File: config.mk
export PLATFORM = sky130hd
export DESIGN_NAME = tile_link_mux
export DESIGN_NICKNAME = d
export VERILOG_FILES = /design/src/rtl/dyser_link_pkg.sv /design/src/rtl/link_fifo.sv /design/src/rtl/tile_link_mux.sv
export SDC_FILE = /design/constraint.sdc
export NUM_CORES = 1
export LEC_CHECK = 0
export ABC_CLOCK_PERIOD_IN_PS = 7300
export BUFFER_PORTS_ARGS = -buffer_cell sky130_fd_sc_hd__buf_2
export CORE_UTILIZATION = 40
export DETAILED_ROUTE_END_ITERATION = 12
export SYNTH_ARGS = -nofsm -noshare
export SYNTH_HDL_FRONTEND = slang
export SYNTH_SLANG_ARGS = --single-unit
File: constraint.sdc
create_clock -name clk -period 7.3 [get_ports clk]
set_clock_uncertainty 0.1 [all_clocks]
set_input_delay 0 -clock clk [delete_from_list [all_inputs] [get_ports clk]]
set_output_delay 0 -clock clk [all_outputs]
set_load 0.01 [all_outputs]
File: src/rtl/dyser_link_pkg.sv
// Shared definitions for the DySER tile link: width helpers and error cause codes.
package dyser_link_pkg;

    // Causes of the sticky err flag; kept so checkers can name the violation.
    typedef enum logic [0:0] {
        FIFO_OVF   = 1'b0,
        CREDIT_OVF = 1'b1
    } err_cause_t;

    // Position of the valid bit inside a WIDTH+1 bit data word.
    function automatic int valid_bit(input int width);
        return width;
    endfunction

    // FIFO pointers carry one extra wrap bit to tell full from empty.
    function automatic int ptr_width(input int depth);
        return $clog2(depth) + 1;
    endfunction

    // Counter wide enough to hold the value CREDITS itself.
    function automatic int credit_width(input int credits);
        return $clog2(credits + 1);
    endfunction

    // Channel id width, never narrower than one bit.
    function automatic int ch_width(input int num_ch);
        return (num_ch > 1) ? $clog2(num_ch) : 1;
    endfunction

endpackage

File: src/rtl/link_fifo.sv
// Single-channel FIFO with combinational head read, flush, full and empty.
module link_fifo
    import dyser_link_pkg::*;
#(
    parameter int WIDTH = 32,
    parameter int DEPTH = 4
) (
    input  logic             clk,
    input  logic             rst_n,
    input  logic             flush,
    input  logic             push,
    input  logic             pop,
    input  logic [WIDTH-1:0] wdata,
    output logic [WIDTH-1:0] rdata,
    output logic             full,
    output logic             empty
);

    localparam int PTR_W = ptr_width(DEPTH);
    localparam int AW    = PTR_W - 1;

    logic [WIDTH-1:0] mem [DEPTH];
    logic [PTR_W-1:0] wr_ptr_reg, wr_ptr_next;
    logic [PTR_W-1:0] rd_ptr_reg, rd_ptr_next;
    logic             do_push, do_pop;

    // Equal pointers mean empty; same index with differing wrap bit means full.
    assign empty = (wr_ptr_reg == rd_ptr_reg);
    assign full  = (wr_ptr_reg[AW] != rd_ptr_reg[AW]) &&
                   (wr_ptr_reg[AW-1:0] == rd_ptr_reg[AW-1:0]);

    // A pop in the same cycle frees the slot, so a push into a full FIFO is accepted then.
    assign do_pop  = pop && !empty;
    assign do_push = push && (!full || do_pop);

    // Head is read combinationally so a grant can forward it in the same cycle.
    assign rdata = mem[rd_ptr_reg[AW-1:0]];

    // Pointer update: flush wins over any push or pop.
    always_comb begin
        wr_ptr_next = wr_ptr_reg;
        rd_ptr_next = rd_ptr_reg;
        if (flush) begin
            wr_ptr_next = '0;
            rd_ptr_next = '0;
        end else begin
            if (do_push) wr_ptr_next = wr_ptr_reg + PTR_W'(1);
            if (do_pop)  rd_ptr_next = rd_ptr_reg + PTR_W'(1);
        end
    end

    // Pointer registers.
    always_ff @(posedge clk or negedge rst_n) begin
        if (!rst_n) begin
            wr_ptr_reg <= '0;
            rd_ptr_reg <= '0;
        end else begin
            wr_ptr_reg <= wr_ptr_next;
            rd_ptr_reg <= rd_ptr_next;
        end
    end

    // Storage write; contents need no reset because the pointers define validity.
    always_ff @(posedge clk) begin
        if (do_push && !flush) mem[wr_ptr_reg[AW-1:0]] <= wdata;
    end

endmodule

File: src/rtl/tile_link_mux.sv
// Concentrates NUM_CH credit-flow-controlled channels onto one shared link.
module tile_link_mux
    import dyser_link_pkg::*;
#(
    parameter int WIDTH   = 32,
    parameter int NUM_CH  = 4,
    parameter int DEPTH   = 4,
    parameter int CREDITS = 2
) (
    input  logic                          clk,
    input  logic                          rst_n,
    input  logic [NUM_CH*(WIDTH+1)-1:0]   d_in,
    output logic [NUM_CH-1:0]             c_out,
    output logic [WIDTH:0]                d_out,
    output logic [ch_width(NUM_CH)-1:0]   ch_out,
    input  logic [NUM_CH-1:0]             c_in,
    input  logic                          conf_en,
    output logic                          err
);

    localparam int CH_W  = ch_width(NUM_CH);
    localparam int CR_W  = credit_width(CREDITS);
    localparam int SLICE = WIDTH + 1;
    localparam int VB    = valid_bit(WIDTH);
    localparam logic [CR_W-1:0] CR_MAX = CR_W'(CREDITS);

    logic [NUM_CH-1:0] push_req, fifo_full, fifo_empty, eligible, grant;
    logic [NUM_CH-1:0] fifo_ovf, cr_ovf;
    logic [WIDTH-1:0]  fifo_rdata [NUM_CH];

    logic [CH_W-1:0]   ptr_reg, ptr_next;
    logic [CH_W-1:0]   grant_idx;
    logic [CH_W:0]     arb_idx;
    logic              grant_any;

    logic [WIDTH:0]    d_out_reg;
    logic [CH_W-1:0]   ch_out_reg;
    logic [NUM_CH-1:0] c_out_reg;
    logic              err_reg, err_next;

    genvar gi;
    generate
        for (gi = 0; gi < NUM_CH; gi++) begin : g_ch
            logic [CR_W-1:0] credit_reg, credit_next;
            logic            ovf;

            // Pushes are ignored entirely while the tile is being reconfigured.
            assign push_req[gi] = d_in[gi*SLICE + VB] && !conf_en;
            assign fifo_ovf[gi] = push_req[gi] && fifo_full[gi] && !grant[gi];
            assign eligible[gi] = !fifo_empty[gi] && (credit_reg != '0);
            assign cr_ovf[gi]   = ovf;

            link_fifo #(
                .WIDTH (WIDTH),
                .DEPTH (DEPTH)
            ) u_fifo (
                .clk   (clk),
                .rst_n (rst_n),
                .flush (conf_en),
                .push  (push_req[gi]),
                .pop   (grant[gi]),
                .wdata (d_in[gi*SLICE +: WIDTH]),
                .rdata (fifo_rdata[gi]),
                .full  (fifo_full[gi]),
                .empty (fifo_empty[gi])
            );

            // Credit bookkeeping: returned credit and a grant in one cycle cancel out.
            always_comb begin
                credit_next = credit_reg;
                ovf         = 1'b0;
                if (conf_en) begin
                    credit_next = CR_MAX;
                end else if (c_in[gi] && !grant[gi]) begin
                    if (credit_reg == CR_MAX) ovf = 1'b1;
                    else                      credit_next = credit_reg + CR_W'(1);
                end else if (grant[gi] && !c_in[gi]) begin
                    credit_next = credit_reg - CR_W'(1);
                end
            end

            // Credit register, full at reset.
            always_ff @(posedge clk or negedge rst_n) begin
                if (!rst_n) credit_reg <= CR_MAX;
                else        credit_reg <= credit_next;
            end
        end
    endgenerate

    // Round-robin search starting at ptr_reg; first eligible channel wins.
    always_comb begin
        grant     = '0;
        grant_idx = '0;
        grant_any = 1'b0;
        arb_idx   = '0;
        if (!conf_en) begin
            for (int i = 0; i < NUM_CH; i++) begin
                arb_idx = {1'b0, ptr_reg} + (CH_W+1)'(i);
                if (arb_idx >= (CH_W+1)'(NUM_CH)) arb_idx = arb_idx - (CH_W+1)'(NUM_CH);
                if (!grant_any && eligible[arb_idx[CH_W-1:0]]) begin
                    grant_any = 1'b1;
                    grant_idx = arb_idx[CH_W-1:0];
                end
            end
        end
        if (grant_any) grant[grant_idx] = 1'b1;
    end

    // Pointer moves past the winner, holds when idle, clears on reconfiguration.
    always_comb begin
        ptr_next = ptr_reg;
        if (conf_en) begin
            ptr_next = '0;
        end else if (grant_any) begin
            ptr_next = (grant_idx == CH_W'(NUM_CH - 1)) ? '0 : grant_idx + CH_W'(1);
        end
    end

    // Sticky error collects FIFO overflow and credit overflow from every channel.
    always_comb begin
        err_next = err_reg | (|fifo_ovf) | (|cr_ovf);
    end

    // Link output, credit-return pulse, arbiter pointer and error registers.
    always_ff @(posedge clk or negedge rst_n) begin
        if (!rst_n) begin
            d_out_reg  <= '0;
            ch_out_reg <= '0;
            c_out_reg  <= '0;
            err_reg    <= 1'b0;
            ptr_reg    <= '0;
        end else begin
            ptr_reg   <= ptr_next;
            c_out_reg <= grant;
            err_reg   <= err_next;
            if (grant_any) begin
                d_out_reg  <= {1'b1, fifo_rdata[grant_idx]};
                ch_out_reg <= grant_idx;
            end else begin
                // Idle cycle: only the valid bit drops, payload and id hold.
                d_out_reg[VB] <= 1'b0;
            end
        end
    end

    assign d_out  = d_out_reg;
    assign ch_out = ch_out_reg;
    assign c_out  = c_out_reg;
    assign err    = err_reg;

endmodule

==> parameters.txt <==
Parameter                              Value

Timing
  Worst rel slew slack    33.2%
  Fmax achieved    218 MHz
  Final period util    62.8%
  Measured slew at the worst slew-check pin    1.00 ns
  Time the final worst path needs with I/O delays and setup    ~4.6 ns
  Number of max-slew violations in the final report    0
  Final-report setup violation count    0
  Tightest hold margin    -0.0108 ns
  Post-route setup TNS    0 ns
  RSZ-0062 raised after global routing    false
  Number of endpoints with negative hold slack in the final report    4
  Worst path setup slack after routing    2.71 ns

Finish
  Share of post-route cells with drive strength above 1    28.5%
  Max reg flops    ~510
  Final Core Density    49.3%
  Post-layout instance area    28,600 µm²
  Count of non-filler cells in the finished layout    2,397
  Layout fillers    4,869
  Fin nets    1,745
  Layout area overhead    21.2%

Clock tree
  Number of buffers added by the clock tree synthesis step    58
  Clock latency of the later-clocked register in the worst-skew pair    slightly above 0.6 ns
  Worst-path clk slew    0.06 ns
  Post_cts resized    0
  Maximum root-to-sink buffer count    3
  CTS tree    done
  Clock root buffer    sky130_fd_sc_hd__clkbuf_16
  Number of clock sinks    approximately 600
  H-tree levels    2

Power and ir drop
  Tot Pwr    about 7.9 mW
  Pleak    9.97 nW
  Max IR drop VDD    ~0.18 mV
  Power per Cell Area    276 nW/µm²

Global route
  Total congestion overflow after global routing    0
  Pin count of the biggest net entering global routing    75
  Gr usage total    18.0%
  First-pass GRT wire length    80.5 mm
  Antenna violations before repair    7
  Number of global-route vias before repair    roughly 13,000

Logic synthesis
  Dominant register cell in the synthesized netlist    sky130_fd_sc_hd__edfxtp_1
  Count of unique library cells instantiated by Yosys    60
  Post-synthesis xor/xnor area fraction    0.853%
  Area share of the largest cell type after synthesis    65.1%
  Multiplexer area fraction after synthesis    13.9%
  Mean area per synthesized cell    19.1 µm²
  Synth warn    0
  Cell area after technology mapping    23,600 µm²
  EDFF count, synth    512
  Simple-Gate Fraction of Synth Area    between 4 and 5%
  Dominant combinational cell family by area after synthesis    multiplexers
  Yosys reg bits    586
  Compound-cell area share of the yosys netlist    ~4.6%
  Biggest area consumer among synthesized cells    sky130_fd_sc_hd__edfxtp_1
  Top cell types by occurrence after synthesis    512 x sky130_fd_sc_hd__edfxtp_1, 128 x sky130_fd_sc_hd__mux4_2, 70 x sky130_fd_sc_hd__dfrtp_1, 61 x sky130_fd_sc_hd__nor2_1, 46 x sky130_fd_sc_hd__nand2_1
  Async set-reset flop share out of synthesis    12.6%
  Most frequently used cell type in the post-synthesis netlist    sky130_fd_sc_hd__edfxtp_1
  Share of synthesized area occupied by flip-flops and latches    72.9%
  Area contributors post-synth    sky130_fd_sc_hd__edfxtp_1 65%, sky130_fd_sc_hd__mux4_2 12%, sky130_fd_sc_hd__dfrtp_1 7.4%
  Cell count after synthesis    1,236
  Post-Synth Adder-Cell Area    1.27%
  Net count after synthesis    1,399

Critical path
  Required time of the critical path    7.48 ns
  Start-to-end type of the worst setup path    reg -> reg
  Critical-path maximum fanout    35
  Crit path capture type    register
  Arr. time, crit path    4.77 ns
  Critical Path Source Type    register

Place
  Pre-CTS worst setup slack    2.61 ns
  Area of placed instances    25,400 µm²
  IO Port Bufs    178
  # placed instances    2,141
  Weighted congestion reported at the end of routability-driven placement    0.796
  DP HPWL    between 30 and 40 mm

Drt
  Post-route antenna net violation count    0
  Number of remaining DRC errors    0
  Total wire length after detailed routing    53.5 mm
  Iter 0 DRT Violations    1,012
  Detailed-route via count    12,600
  Vias per inst    5.26
  Average wire per cell in the routed design    22.3 µm
  Total iterations of the first detailed-routing run    5

Flow run
  Number of max-cap violations    0

Hold path
  Min-Delay Path Class    in -> async

Floorplan
  Initial cell density of the core    40.7%
  Area of the core    58,000 µm²
  Y dimension of the die    245 µm
  Die Area    60,000 µm²
  Rows    88
  # IOs    around 180
  Die width    ~250 µm

Outcome
  Violated checks    negative hold slack
  Status    finished, violations left
-- worst max-delay path, cell delays in order (launching register included) --
cell and delay (ns):
sky130_fd_sc_hd__dfrtp_2 0.34, sky130_fd_sc_hd__buf_4 0.54, sky130_fd_sc_hd__xor2_1 0.21, sky130_fd_sc_hd__o32a_4 0.39, sky130_fd_sc_hd__o21bai_1 0.16, sky130_fd_sc_hd__nand3_1 0.12, sky130_fd_sc_hd__nor2_1 0.09, sky130_fd_sc_hd__inv_2 0.41
sky130_fd_sc_hd__ha_1 0.38, sky130_fd_sc_hd__a21boi_2 0.15, sky130_fd_sc_hd__nor3_1 0.22, sky130_fd_sc_hd__and2_1 0.72, sky130_fd_sc_hd__buf_4 0.41
-- area by class of cell --
type                            count  area [µm²]  share of cell area [%]
Multi-Input combinational cell    559        6000                    21.0
Tap cell                          765         957                    3.34
Timing Repair Buffer              355        2590                    9.04
Sequential cell                   586       17200                    60.2
Inverter                           22        85.1                   0.297
Clock buffer                       73        1530                    5.34
Antenna cell                        2        5.00                  0.0175
Clock inverter                     35         230                   0.804
-- power breakdown --
group	switching, mW	internal, mW	leakage (nW)
clock network	1.24	1.55	0.851
registers	0.151	3.84	5.56
logic	0.669	0.467	3.56
total	2.06	5.85	9.97
-- cell usage in the layout, fill, tap and decap left out, drive strengths merged, types with 7 or more instances in the layout --
cell           n
a21oi         19
ha            24
nor4          36
nand3          7
and2          14
clkbuf        73
dlygate4sd3  146
nor3          10
xor2          22
mux2i         40
nand2         46
dfrtp         70
buf          209
or3            8
clkinv        31
nor2          61
mux4         128
o21ai         15
inv           22
edfxtp       512
a211oi        67
-- kinds of logic after synthesis --
group,count (synthesis)
xor+xnor,23
mux,169
flops,586
fa+ha+maj,24
simple gates,216
buf+inv,91
compound gates,127
-- final timing paths --
path                                                                from                                  endpoint  slack, ns  cells past startpoint
worst max-delay path            g_ch[3].u_fifo.rd_ptr_reg[0]$_DFFE_PN0P_       g_ch[2].u_fifo.mem[1][30]$_DFFE_PP_       2.71                     12
worst max register to register  g_ch[3].u_fifo.rd_ptr_reg[0]$_DFFE_PN0P_       g_ch[2].u_fifo.mem[1][30]$_DFFE_PP_       2.71                     12
max in group asynchronous                                          rst_n  g_ch[0].u_fifo.rd_ptr_reg[0]$_DFFE_PN0P_       6.40                      2
min in group clk                                               d_in[105]        g_ch[3].u_fifo.mem[0][6]$_DFFE_PP_       0.04                      2
worst min-delay path                                               rst_n         g_ch[3].credit_reg[0]$_DFFE_PN0P_      -0.01                      2
worst min register to register                     ch_out[1]$_DFFE_PN0P_                     ch_out[1]$_DFFE_PN0P_       0.41                      2
-- what timing repair did --
item / CTS / global route
endpoints found under the setup margin: 0 / 0
hold buffers: 146 / 0
setup buffers: 0 / 0
hold endpoints to repair: 621 / 0
-- routing by layer --
layer	track usage, %	share of wire, %	routed length, µm	vias up
met2	28.6	48	25700	322
met1	25.8	45	23900	6486
met3	2.78	5.1	2710	82
met4	5.09	2.2	1180	10
li1	-	-	-	5716
met5	0	0.12	62	-
Note: power is estimated with default switching activity, not from simulation.
